**src/rtl/alu_pkg.sv**
```systemverilog
// Shared ALU opcode encodings, frame sequencer state type and opcode legality check.
package alu_pkg;

  localparam int OP_W = 6;

  localparam logic [OP_W-1:0] OP_ADD = 6'b100000;
  localparam logic [OP_W-1:0] OP_SUB = 6'b100010;
  localparam logic [OP_W-1:0] OP_AND = 6'b100100;
  localparam logic [OP_W-1:0] OP_OR  = 6'b100101;
  localparam logic [OP_W-1:0] OP_XOR = 6'b100110;
  localparam logic [OP_W-1:0] OP_SRA = 6'b000011;
  localparam logic [OP_W-1:0] OP_SRL = 6'b000010;
  localparam logic [OP_W-1:0] OP_NOR = 6'b100111;

  typedef enum logic [2:0] {
    ST_WAIT_OP,
    ST_WAIT_A,
    ST_WAIT_B,
    ST_EXEC,
    ST_SEND
  } frame_state_t;

  function automatic logic is_legal_op(input logic [OP_W-1:0] op);
    case (op)
      OP_ADD, OP_SUB, OP_AND, OP_OR, OP_XOR, OP_SRA, OP_SRL, OP_NOR: return 1'b1;
      default: return 1'b0;
    endcase
  endfunction

endpackage

```
**src/rtl/frame_timer.sv**
```systemverilog
// Inter-byte idle counter; o_expire flags the cycle on which the idle limit is reached.
module frame_timer #(
  parameter int TIMEOUT_CYC = 50000,
  parameter int NB_TIMER    = 16
) (
  input  logic i_clk,
  input  logic i_reset,
  input  logic i_en,
  input  logic i_clr,
  output logic o_expire
);

  logic [NB_TIMER-1:0] count;

  // A clear in the same cycle (byte accepted) always beats expiry.
  assign o_expire = i_en & ~i_clr & (count == NB_TIMER'(TIMEOUT_CYC - 1));

  always_ff @(posedge i_clk or negedge i_reset) begin
    if (!i_reset) begin
      count <= '0;
    end else if (i_clr || !i_en || o_expire) begin
      count <= '0;
    end else begin
      count <= count + 1'b1;
    end
  end

endmodule

```
**src/rtl/alu_frame_ctrl.sv**
```systemverilog
// Byte-stream front end for the ALU: parses opcode/A/B frames, loads the ALU atomically, returns the result.
module alu_frame_ctrl
  import alu_pkg::*;
#(
  parameter int NB_DATA     = 8,
  parameter int NB_OP       = 6,
  parameter int TIMEOUT_CYC = 50000,
  parameter int NB_TIMER    = 16
) (
  input  logic               i_clk,
  input  logic               i_reset,
  input  logic [NB_DATA-1:0] i_rx_data,
  input  logic               i_rx_valid,
  output logic               o_rx_ready,
  output logic [NB_DATA-1:0] o_alu_data_A,
  output logic [NB_DATA-1:0] o_alu_data_B,
  output logic [NB_OP-1:0]   o_alu_op,
  input  logic [NB_DATA-1:0] i_alu_result,
  output logic [NB_DATA-1:0] o_tx_data,
  output logic               o_tx_valid,
  input  logic               i_tx_ready,
  output logic               o_err_op,
  output logic               o_err_timeout,
  output logic [7:0]         o_frame_cnt
);

  frame_state_t state, state_next;
  logic         rx_ready, rx_ready_next;
  logic [NB_OP-1:0]   op_stage;
  logic [NB_DATA-1:0] a_stage;
  logic accept, op_legal, tx_fire, timer_en, timer_expire;

  assign accept   = i_rx_valid & rx_ready;
  assign op_legal = is_legal_op(i_rx_data[NB_OP-1:0]);
  assign tx_fire  = o_tx_valid & i_tx_ready;
  assign timer_en = (state == ST_WAIT_A) || (state == ST_WAIT_B);
  assign o_rx_ready = rx_ready;

  frame_timer #(
    .TIMEOUT_CYC (TIMEOUT_CYC),
    .NB_TIMER    (NB_TIMER)
  ) u_timer (
    .i_clk    (i_clk),
    .i_reset  (i_reset),
    .i_en     (timer_en),
    .i_clr    (accept),
    .o_expire (timer_expire)
  );

  always_ff @(posedge i_clk or negedge i_reset) begin
    if (!i_reset) begin
      state    <= ST_WAIT_OP;
      rx_ready <= 1'b0;
    end else begin
      state    <= state_next;
      rx_ready <= rx_ready_next;
    end
  end

  always_comb begin
    state_next = state;
    case (state)
      ST_WAIT_OP: if (accept && op_legal) state_next = ST_WAIT_A;
      ST_WAIT_A:  if (accept) state_next = ST_WAIT_B;
                  else if (timer_expire) state_next = ST_WAIT_OP;
      ST_WAIT_B:  if (accept) state_next = ST_EXEC;
                  else if (timer_expire) state_next = ST_WAIT_OP;
      ST_EXEC:    state_next = ST_SEND;
      ST_SEND:    if (tx_fire) state_next = ST_WAIT_OP;
      default:    state_next = ST_WAIT_OP;
    endcase
    // Ready is registered so it reads 0 while reset is held.
    rx_ready_next = (state_next == ST_WAIT_OP) || (state_next == ST_WAIT_A) ||
                    (state_next == ST_WAIT_B);
  end

  always_ff @(posedge i_clk or negedge i_reset) begin
    if (!i_reset) begin
      op_stage      <= '0;
      a_stage       <= '0;
      o_alu_op      <= '0;
      o_alu_data_A  <= '0;
      o_alu_data_B  <= '0;
      o_tx_data     <= '0;
      o_tx_valid    <= 1'b0;
      o_err_op      <= 1'b0;
      o_err_timeout <= 1'b0;
      o_frame_cnt   <= '0;
    end else begin
      o_err_op      <= accept && (state == ST_WAIT_OP) && !op_legal;
      o_err_timeout <= timer_expire;
      case (state)
        ST_WAIT_OP: if (accept && op_legal) op_stage <= i_rx_data[NB_OP-1:0];
        ST_WAIT_A:  if (accept) a_stage <= i_rx_data;
        ST_WAIT_B: begin
          if (accept) begin
            o_alu_op     <= op_stage;
            o_alu_data_A <= a_stage;
            o_alu_data_B <= i_rx_data;
          end
        end
        ST_EXEC: o_tx_data <= i_alu_result;
        ST_SEND: begin
          // Valid rises one cycle after capture; only then can a handshake occur.
          if (!o_tx_valid) begin
            o_tx_valid <= 1'b1;
          end else if (i_tx_ready) begin
            o_tx_valid  <= 1'b0;
            o_frame_cnt <= o_frame_cnt + 8'd1;
          end
        end
        default: ;
      endcase
    end
  end

endmodule
```
**config.mk**
```make
export PLATFORM = sky130hd
export DESIGN_NAME = alu_frame_ctrl
export DESIGN_NICKNAME = d
export VERILOG_FILES = /design/src/rtl/alu_pkg.sv /design/src/rtl/frame_timer.sv /design/src/rtl/alu_frame_ctrl.sv
export SDC_FILE = /design/constraint.sdc
export NUM_CORES = 1
export LEC_CHECK = 0
export ABC_AREA = 1
export BUFFER_PORTS_ARGS = -buffer_cell sky130_fd_sc_hd__buf_2
export CORE_MARGIN = 10
export CORE_UTILIZATION = 26
export CTS_BUF_LIST = sky130_fd_sc_hd__clkbuf_8
export DETAILED_ROUTE_END_ITERATION = 8
export PLACE_DENSITY = 0.51
export SYNTH_ARGS = -nofsm -noshare
export SYNTH_HDL_FRONTEND = slang
export SYNTH_SLANG_ARGS = --single-unit
```
**constraint.sdc**
```tcl
create_clock -name i_clk -period 2 [get_ports i_clk]
set_input_delay 0 -clock i_clk [delete_from_list [all_inputs] [get_ports i_clk]]
set_output_delay 0 -clock i_clk [all_outputs]
set_load 0.02 [all_outputs]
```
==> summary.txt, run 1 <==
Synth
  – Average size of a mapped cell: roughly 8.7 sq um
  – Post-synthesis simple-gate area fraction: 23.1%
  – EDFF count, synth: 0
  – Flops & latches, synth: 75
  – Largest family of logic cells by synthesized area: simple AND/OR/NAND/NOR gates
  – Async S/R FF share, synth: 100%
  – Synth Area in Compound Gates: approximately 8.0%
  – Multiplexer share of the synthesized area: 2.68%
  – Xor and xnor area share after synthesis: around 2.3%
  – Synth cell types: 24
  – YS warnings: 0
  – Seq/Total Area, Yosys: approximately 56%
  – Post-Syn Area: about 3400 sq um
  – Mapped Cells: 385
  – Post-synth net total: 407
  – Post-synth top flop: dfrtp_1
  – Synth Area in Adders: 0.745%

Layout
  – Share of layout cells above drive strength 1: 22.7%
  – Fin nets: 492
  – Non-filler cells, final: 648
  – Most common cell after layout, fill and taps aside: nand2_1
  – Layout area overhead: 26.9%
  – Most frequent cells in the layout: nand2_1, dfrtp_1, buf_2, inv_1, o21ai_0
  – Fill cells: 1367

Place
  – Port Buffer Count: 61
  – Final GP Congestion: 0.876
  – Dpl cells: about 600
  – Final HPWL DP: 5760 um

Global route
  – Largest net degree at the start of global routing: 39
  – GRT overflow: 0
  – GR Util All Layers: 9.66%
  – Initial antenna violation count: 0
  – First-pass GRT wire length: 14000 um
  – Number of global-route vias before repair: 2807

Timing
  – Period utilization: between 80% and 90%
  – Slew Viols, Final: 0
  – RSZ-0062 raised after global routing: false
  – Max_slew headroom: 60.8%
  – Tightest hold margin: 0.0298 ns
  – Fin Clk Skew: 0.00687 ns
  – Worst Tran Pin Value: 0.586 ns
  – Final setup fails: 0
  – Fin crit period: 1.62 ns
  – Fin. Hold Viols: 0
  – Setup tns final: 0 ns
  – Max Fclk: 619 MHz

CTS
  – CTS root buf: clkbuf_8
  – Total CTS buffers: 9
  – CTS max path bufs: 2
  – Clock Latency Late Sink: about 0.37 ns
  – CTS resizes: 0
  – Setup Buffers After CTS: 0
  – CTS H-tree lvls: 3
  – CTS tree: built
  – Clock Pin Slew Worst Setup and Hold Paths: roughly 0.080 ns
  – Clock net sink count: 75

Route
  – Routed wire length: roughly 8000 um
  – WL/cell: 12.3 um
  – Final ANT Viol Nets: 0
  – Initial drt markers: 182
  – Drt drc: 0
  – Avg Vias per Cell: 4.17
  – Length of the first detailed-routing pass in iterations: 4
  – Vias: 2700

Critical path
  – Crit Path Class: reg2reg
  – CP delay by family, top: simple AND/OR/NAND/NOR gates
  – Critical Path Max Stage Delay: 0.45 ns
  – Critical path peak fanout: 14
  – Crit-path cells: ha_1 > nand3_1 > nor2_1 > nand2_1 > nand2_2 > nor2_1
  – Critical Path Most Common Cell: nor2_1
  – WP data arrival: around 1.9 ns
  – Crit. End Element: flop
  – Type of origin of the critical path: flop
  – Slowest-stage cell, CP: dfrtp_1
  – Worst path required time: 2.24 ns
  – Worst path bufs/invs: 0

Hold path
  – HP Class: in2reg

Power and ir drop
  – Worst vdd ir: 597 uV
  – Pwr Density: 1220 nW/um^2
  – Static leakage: roughly 0.0020 uW

Floorplan
  – Core footprint: around 13000 sq um
  – # rows: 41
  – Die Y-Extent: 134 um
  – Die W: between 100 and 150 um
  – I/O pin count: 62
  – Die ar.: 17900 sq um
  – Initial core utilization: 26.6%

Status
  – Outcome: completed

Run
  – Max Cap Viol: 0
## cell usage after synthesis, types with 2 or more instances
library cell | count | area, sq um
a21oi_1 | 2 | 10.0
buf_2 | 4 | 20.0
clkbuf_1 | 4 | 15.0
dfrtp_1 | 75 | 1880
ha_1 | 2 | 25.0
inv_1 | 51 | 191
mux2_2 | 8 | 90.1
nand2_1 | 97 | 364
nand3_1 | 17 | 85.1
nand3_2 | 4 | 40.0
nand4_1 | 8 | 50.1
nor2_1 | 40 | 150
nor2_2 | 12 | 75.1
o21ai_0 | 43 | 215
o21bai_1 | 2 | 15.0
xnor2_1 | 2 | 17.5
xor2_1 | 7 | 61.3
## flip-flops by register name, summed over array words and instances (netlist names)
register and count:
o_frame_cnt 8, o_rx_ready 1, o_err_timeout 1, u_timer.count 16, o_err_op 1, o_alu_data_B 8
state 3, o_alu_op 6, o_tx_data 8, o_tx_valid 1, o_alu_data_A 8, a_stage 8
op_stage 6
## routing by layer
metal / part of all wire, % / track usage (%)
met1: 46 / 11.7
met3: 5.3 / 3.68
met2: 47 / 15.2
met4: 1.7 / 3.81
met5: 0 / 0
## worst reg2reg max path, delay by kind of cell (launching register included)
| family | cells | cell delay, ns |
|---|---|---|
| flip-flops | 1 | 0.45 |
| AND/OR/NAND/NOR | 5 | 0.77 |
| adder cells (fa/ha/maj) | 1 | 0.27 |
## final cells by class
type	instances	area (sq um)	area share [%]
Multi-Input combinational cell	249	1240	29.1
Antenna cell	1	2.50	0.0587
Inverter	52	195	4.58
Timing Repair Buffer	83	531	12.4
Clock inverter	7	77.6	1.82
Clock buffer	9	124	2.91
Tap cell	172	215	5.05
Sequential cell	75	1880	44.0
## repair_timing
| item | CTS | global route |
|---|---|---|
| hold buffers | 18 | 0 |
| hold endpoints to repair | 66 | 0 |
| endpoints found under the setup margin | 0 | 0 |
## logic make-up (layout without fill, tap and decap cells)
group,Yosys count,in the layout
adders and majority gates,2,2
DFF,75,75
AOI/OAI and AO/OA,50,50
buffers and inverters,61,151
and+or+nand+nor,180,180
muxes,8,8
xor gates and xnor gates,9,9
other,0,1
## stage by stage
| step | power, uW | area, sq um | utilization [%] | worst slack, ns |
|---|---|---|---|---|
| 2_1_floorplan | 3420 | 3360 | - | 0.623 |
| 3_3_place_gp | 4010 | 3880 | 30.7 | 0.455 |
| 3_5_place_dp | 4050 | 3880 | 30.7 | 0.394 |
| 4_1_cts | 5320 | 4260 | 33.7 | 0.376 |
| 5_1_grt | 5620 | 4260 | 33.7 | 0.206 |
| 6_report | 5210 | 4260 | 33.8 | 0.384 |
## final timing paths
kind,startpoint,endpoint,slack (ns),cells past startpoint
max in group asynchronous,i_reset,o_frame_cnt[1],1.28,3
worst max register to register,u_timer.count[0],u_timer.count[7],0.38,6
worst min-delay path,i_rx_valid,o_err_op,0.03,5
worst max-delay path,u_timer.count[0],u_timer.count[7],0.38,6
worst min register to register,o_alu_data_A[6],o_alu_data_A[6],0.49,2
min in group asynchronous,i_reset,u_timer.count[15],0.15,2
## where the power goes
part,internal (uW),switching [uW]
logic,601,1120
clock network,584,613
registers,2000,291
(Power assumes the default switching activity.)
==> run 2: changes to the inputs <==
- PLACE_DENSITY: 0.51 -> 0.53
- clock period: 2 -> 1.3 ns (I/O delays scaled with it)
==> run 2 against run 1 <==
  * Final area grew 13%
  * Combinational power grew 84%
  * Non-clock buffer count grew 47
  * Clock power grew 48%
  * Sequential power grew 53%
  * Hold slack gained 0.058 ns
  * Sequential share of layout area shrank 5.0 points
  * Critical path type unchanged
  * Critical endpoint is now u_timer.count[8]
  * Highest routed layer unchanged
==> summary.txt, run 2 (synthesis results as in run 1) <==
Global route
  – First-pass GRT wire length: 14700 um (+4.9%)
  – GRT overflow: 0 (unchanged)
  – Number of global-route vias before repair: 3059 (+9.0%)
  – Largest net degree at the start of global routing: 46 (+18%)
  – Initial antenna violation count: 0 (unchanged)
  – GR Util All Layers: 9.88% (+0.22 points)

Route
  – Initial drt markers: 156 (-14%)
  – WL/cell: 12.4 um (+0.96%)
  – Length of the first detailed-routing pass in iterations: 4 (unchanged)
  – Avg Vias per Cell: 4.23 (+1.6%)
  – Max layer used: met4
  – Met3 wire length: 394 um (-6.9%)
  – Drt drc: 0 (unchanged)
  – Routed wire length: 8640 um (+8.1%)
  – Met2 WL post-DR: 4180 um (+11%)
  – Final ANT Viol Nets: 0 (unchanged)
  – Vias: 2938 (+8.8%)
  – Met1 wire length: 3970 um (+8.5%)

Layout
  – Final instance area: 4830 sq um (+13%)
  – Layout area overhead: 44.0%
  – Ant diodes: 0 (-1)
  – Share of layout cells above drive strength 1: 37.9% (+15 points)
  – Most common cell after layout, fill and taps aside: nand2_1
  – Biggest register: u_timer.count
  – Most frequent cells in the layout: nand2_1, dfrtp_1, buf_2, inv_1, buf_4
  – Fin nets: 539 (+9.6%)
  – Max reg flops: 16 (unchanged)

Timing
  – RSZ-0062 raised after global routing: true
  – Max_slew headroom: 74.4% (+14 points)
  – Fin. Hold Viols: 0 (unchanged)
  – Worst Tran Pin Value: 0.384 ns (-0.202 ns)
  – Max Fclk: 784 MHz (+27%)
  – Fin Clk Skew: 0.00748 ns (+0.000612 ns)
  – Final setup fails: 0 (unchanged)
  – Slew Viols, Final: 0 (unchanged)
  – Period utilization: 98.1% (+17 points)
  – Fin crit period: 1.28 ns (-0.341 ns)

Power and ir drop
  – Sw Share: 38.6% (-0.32 points)
  – Int Power: 5190 uW (+63%)
  – Sequential power share: 41.5% (-2.4 points)
  – Static leakage: 0.00231 uW (+13%)
  – Worst vdd ir: 825 uV (+38%)
  – Combinational share of power: 37.4% (+4.3 points)
  – NetSw: 3260 uW (+61%)
  – Clock share of power: 21.1% (-1.9 points)
  – Total power: 8450 uW (+62%)
  – Pwr Density: 1750 nW/um^2 (+43%)

Place
  – Port Buffer Count: 61 (unchanged)
  – Final GP Congestion: 0.797 (-9.0%)
  – Final HPWL DP: 6090 um (+5.7%)
  – Post-DP Area: 4140 sq um (+6.7%)

Floorplan
  – # rows: 41 (unchanged)
  – Die Y-Extent: 134 um (unchanged)
  – Die W: 134 um (unchanged)
  – Initial core utilization: 26.6% (unchanged)
  – I/O pin count: 62 (unchanged)
  – Die ar.: 17900 sq um (unchanged)
  – Core footprint: 12600 sq um (unchanged)

Critical path
  – Crit Path Class: reg2reg
  – WP data arrival: 1.52 ns (-0.34 ns)
  – Crit. End Element: flop
  – Type of origin of the critical path: flop
  – Critical path peak fanout: 4 (-10)
  – Worst path required time: 1.55 ns (-0.69 ns)
  – R2r setup slk: 0.02 ns (-0.36 ns)

CTS
  – Clock Latency Late Sink: 0.35 ns (-0.02 ns)
  – CTS root buf: clkbuf_8
  – Total CTS buffers: 9 (unchanged)
  – CTS tree: built
  – CTS max path bufs: 2 (unchanged)
  – CTS H-tree lvls: 3 (unchanged)
  – Clock net sink count: 75 (unchanged)
  – Clock Pin Slew Worst Setup and Hold Paths: 0.08 ns (about the same)

Hold path
  – HP Class: in2reg

Status
  – Outcome: completed

Run
  – Max Cap Viol: 0 (unchanged)
-- run 2: cell count changes in the layout (fill, tap and decap cells not counted), sizes merged --
cell / change
buf: +47
clkbuf: +3
bufinv: -1
clkinv: -1
clkinvlp: -1
diode: -1
-- run 2: per-layer routing --
layer / global-route usage [%] / up-vias
li1: - / 1473
met5: 0 / -
met2: 15.7 / 59
met4: 2.90 / 0
met3: 3.27 / 8
met1: 12.5 / 1398
-- run 2: cell type report --
class	count	area, sq um
clock buffer	12	165
clock inverter	4	31.3
fill	1315	7780
inverter	52	198
multi-input combinational	249	1420
sequential	75	1890
tap	172	215
timing repair buffer	130	915
-- run 2: critical path, stage by stage (launching register included) --
cell     delay (ns)
dfrtp_1        0.40
ha_4           0.19
inv_4          0.04
nor2_4         0.11
buf_6          0.13
nand2_2        0.06
xor2_1         0.19
nor2_2         0.04
-- run 2: timing repair --
item	in CTS	in global routing
pin swaps	11	12
cloned	0	1
gates resized for setup	15	48
hold buffers	18	0
setup endpoints to repair	14	65
hold endpoints to repair	104	0
setup buffers	4	12
-- run 2: worst paths after layout --
path | start | endpoint | depth (start not counted)
min | i_rx_valid | o_err_op | 5
max reg2reg | u_timer.count[1] | u_timer.count[8] | 7
max | u_timer.count[1] | u_timer.count[8] | 7
min in group asynchronous | i_reset | o_alu_data_A[2] | 2
max in group asynchronous | i_reset | o_alu_data_A[3] | 3
min reg2reg | o_alu_op[0] | o_alu_op[0] | 2
-- run 2: power by group through the flow --
stage | logic [uW] | registers [uW] | clock network, uW
2_1_floorplan | 1170 | 4110 | 0
3_3_place_gp | 2960 | 3500 | 0
3_5_place_dp | 3000 | 3520 | 0
4_1_cts | 3080 | 3490 | 1840
5_1_grt | 3520 | 3610 | 1940
6_report | 3160 | 3510 | 1780
-- run 2: metrics by stage --
stage / hold slack, ns / TNS, ns / setup WS (ns) / std cells / util, %
floorplan: -0.296 / 0 / 0.00396 / 385 / -
global placement: -0.0542 / 0 / 0.00225 / 643 / 32.8
detailed placement: -0.0473 / -0.244 / -0.0313 / 643 / 32.8
CTS: 0.0362 / -0.0564 / -0.0247 / 681 / 36.4
global route: 0.124 / -0.378 / -0.0579 / 694 / 38.3
finish: 0.0877 / 0 / 0.0243 / 694 / 38.3
==> run 3: changes to the inputs <==
- ABC_CLOCK_PERIOD_IN_PS: unset -> 1300
- RECOVER_POWER: unset -> 25
==> run 3 against run 2 <==
  * Routed wire length increased by 0.53%
  * Clock skew hardly changed
  * Power hardly changed
  * Sequential share of layout area rose by 0.12 points
  * Largest cell class unchanged
  * Largest power group unchanged
==> summary.txt, run 3 (synthesis results as in run 1) <==
Power and ir drop
  – Pwr Density: 1750 nW/um^2 (+0.28%)
  – Sw Share: 38.6% (+0.045 points)
  – Worst vdd ir: 822 uV (-0.30%)
  – Clock share of power: 21.1% (about the same)
  – Total power: 8450 uW (about the same)
  – NetSw: 3260 uW (about the same)
  – Int Power: 5190 uW (-0.10%)
  – Combinational share of power: 37.3% (about the same)
  – Static leakage: 0.00230 uW (-0.23%)
  – Sequential power share: 41.5% (about the same)

Hold path
  – Hold EP: o_err_op
  – Hold Path Origin: i_rx_valid
  – HP Class: in2reg
  – Worst hold path cell count: 5 (unchanged)

Place
  – Port Buffer Count: 61 (unchanged)
  – Final GP Congestion: 0.797 (unchanged)
  – Final HPWL DP: 6090 um (unchanged)
  – Dpl cells: 643 (unchanged)
  – Placement Setup Slack: -0.0313 ns (unchanged)

CTS
  – Clock Pin Slew Worst Setup and Hold Paths: 0.08 ns (about the same)
  – CTS max path bufs: 2 (unchanged)
  – Total CTS buffers: 9 (unchanged)
  – CTS H-tree lvls: 3 (unchanged)
  – Clock Latency Late Sink: 0.36 ns (about the same)
  – CTS root buf: clkbuf_8
  – Clock net sink count: 75 (unchanged)
  – CTS tree: built

Floorplan
  – Die ar.: 17900 sq um (unchanged)
  – Initial core utilization: 26.6% (unchanged)
  – Die W: 134 um (unchanged)
  – # rows: 41 (unchanged)
  – Core footprint: 12600 sq um (unchanged)
  – I/O pin count: 62 (unchanged)
  – Die Y-Extent: 134 um (unchanged)

Layout
  – Share of layout cells above drive strength 1: 37.9% (unchanged)
  – Ant diodes: 0 (unchanged)
  – Max reg flops: 16 (unchanged)
  – Layout area overhead: 43.5%
  – Fin nets: 539 (unchanged)
  – Non-filler cells, final: 694 (unchanged)
  – Most frequent cells in the layout: nand2_1, dfrtp_1, buf_2, inv_1, buf_4
  – Util after Layout: 38.2% (-0.12 points)
  – Biggest register: u_timer.count
  – Most common cell after layout, fill and taps aside: nand2_1
  – Fill cells: 1316 (+0.076%)

Global route
  – Initial antenna violation count: 0 (unchanged)
  – GR Util All Layers: 9.88% (unchanged)
  – Number of global-route vias before repair: 3059 (unchanged)
  – GRT overflow: 0 (unchanged)
  – First-pass GRT wire length: 14700 um (unchanged)
  – Largest net degree at the start of global routing: 46 (unchanged)

Route
  – Vias: 2945 (+0.24%)
  – Avg Vias per Cell: 4.24 (+0.24%)
  – WL/cell: 12.5 um (+0.53%)
  – Length of the first detailed-routing pass in iterations: 4 (unchanged)
  – Drt drc: 0 (unchanged)
  – Initial drt markers: 131 (-16%)
  – Final ANT Viol Nets: 0 (unchanged)
  – Routed wire length: 8680 um (+0.53%)

Critical path
  – Crit Path Class: reg2reg
  – Crit-path cells: ha_4 > inv_4 > nor2_4 > buf_6 > nand2_2 > xor2_1 > nor2_2
  – Worst Reg2Reg Path Length in Cells: 7 (unchanged)
  – Critical path peak fanout: 4 (unchanged)
  – CP startpoint: u_timer.count[1]
  – Worst path required time: 1.55 ns (about the same)
  – Worst path bufs/invs: 2 (unchanged)
  – Slowest-stage cell, CP: dfrtp_1
  – Type of origin of the critical path: flop
  – R2r setup slk: 0.03 ns (about the same)
  – WP data arrival: 1.52 ns (about the same)
  – FF-to-FF End: u_timer.count[8]
  – CP delay by family, top: flip-flops
  – Reg2reg start: u_timer.count[1]
  – Crit. End Element: flop
  – Critical Path Max Stage Delay: 0.40 ns (about the same)

Timing
  – Slew Viols, Final: 0 (unchanged)
  – Final setup fails: 0 (unchanged)
  – Worst Tran Pin Value: 0.723 ns (+0.339 ns)
  – Max Fclk: 784 MHz (about the same)
  – Max_slew headroom: 51.8% (-23 points)
  – Fin Clk Skew: 0.00737 ns (-0.000105 ns)
  – Period utilization: 98.1% (about the same)
  – Setup tns final: 0 ns (unchanged)
  – RSZ-0062 raised after global routing: true
  – Fin crit period: 1.27 ns (-0.000798 ns)
  – Fin. Hold Viols: 0 (unchanged)
  – Worst setup margin: 0.0251 ns (+0.000798 ns)

Status
  – Outcome: completed

Run
  – Max Cap Viol: 0 (unchanged)
run 3: cell count changes in the layout (fill, tap and decap cells not counted):
cell      before  now
buf_12         2    1
clkbuf_2       0    1
run 3: final cells by class:
class / count / area [sq um] / area share, %
Timing Repair Buffer: 130 / 900 / 18.7
Inverter: 52 / 198 / 4.10
Multi-Input combinational cell: 249 / 1420 / 29.5
Sequential cell: 75 / 1890 / 39.1
Tap cell: 172 / 215 / 4.47
Clock inverter: 4 / 31.3 / 0.649
Clock buffer: 12 / 165 / 3.43
run 3: worst max path at each step:
stage                              to  slack, ns  cells after the start
finish               u_timer.count[8]       0.03                      7
global route         u_timer.count[8]      -0.06                      7
CTS                    o_frame_cnt[5]      -0.02                      6
detailed placement   u_timer.count[9]      -0.03                      7
global placement     u_timer.count[9]      0.002                      7
floorplan           u_timer.count[10]      0.004                      7
run 3: timing repair:
action	in CTS	in global routing
hold endpoints to repair	104	0
endpoints found under the setup margin	14	65
gates cloned	0	1
gates resized for setup	15	48
buffers inserted	4	12
hold buffers	18	0
pin swaps	11	12
run 3: per-layer routing:
| metal | track usage [%] | up-vias | wire (um) |
|---|---|---|---|
| met5 | 0 | - | 0 |
| met4 | 2.90 | 0 | 104 |
| met1 | 12.5 | 1406 | 4000 |
| met2 | 15.7 | 56 | 4140 |
| li1 | - | 1473 | - |
| met3 | 3.27 | 10 | 439 |
run 3: tightest hold or removal path, cell delays in order:
cell	delay [ns]
buf_2	0.10
nand2_1	0.13
nor2_4	0.07
nand3_1	0.07
inv_1	0.04
run 3: power groups by stage:
stage | Sequential, uW | Clock, uW | Combinational (uW)
after floorplan | 4110 | 0 | 1170
after global placement | 3500 | 0 | 2960
after detailed placement | 3520 | 0 | 3000
after CTS | 3490 | 1840 | 3080
after global routing | 3610 | 1940 | 3510
final | 3510 | 1780 | 3160
run 3: through the flow:
| step | hold slack, ns | instance area (sq um) |
|---|---|---|
| 2_1_floorplan | -0.296 | 3380 |
| 3_3_place_gp | -0.0542 | 4140 |
| 3_5_place_dp | -0.0473 | 4140 |
| 4_1_cts | 0.0362 | 4600 |
| 5_1_grt | 0.127 | 4820 |
| 6_report | 0.0847 | 4820 |
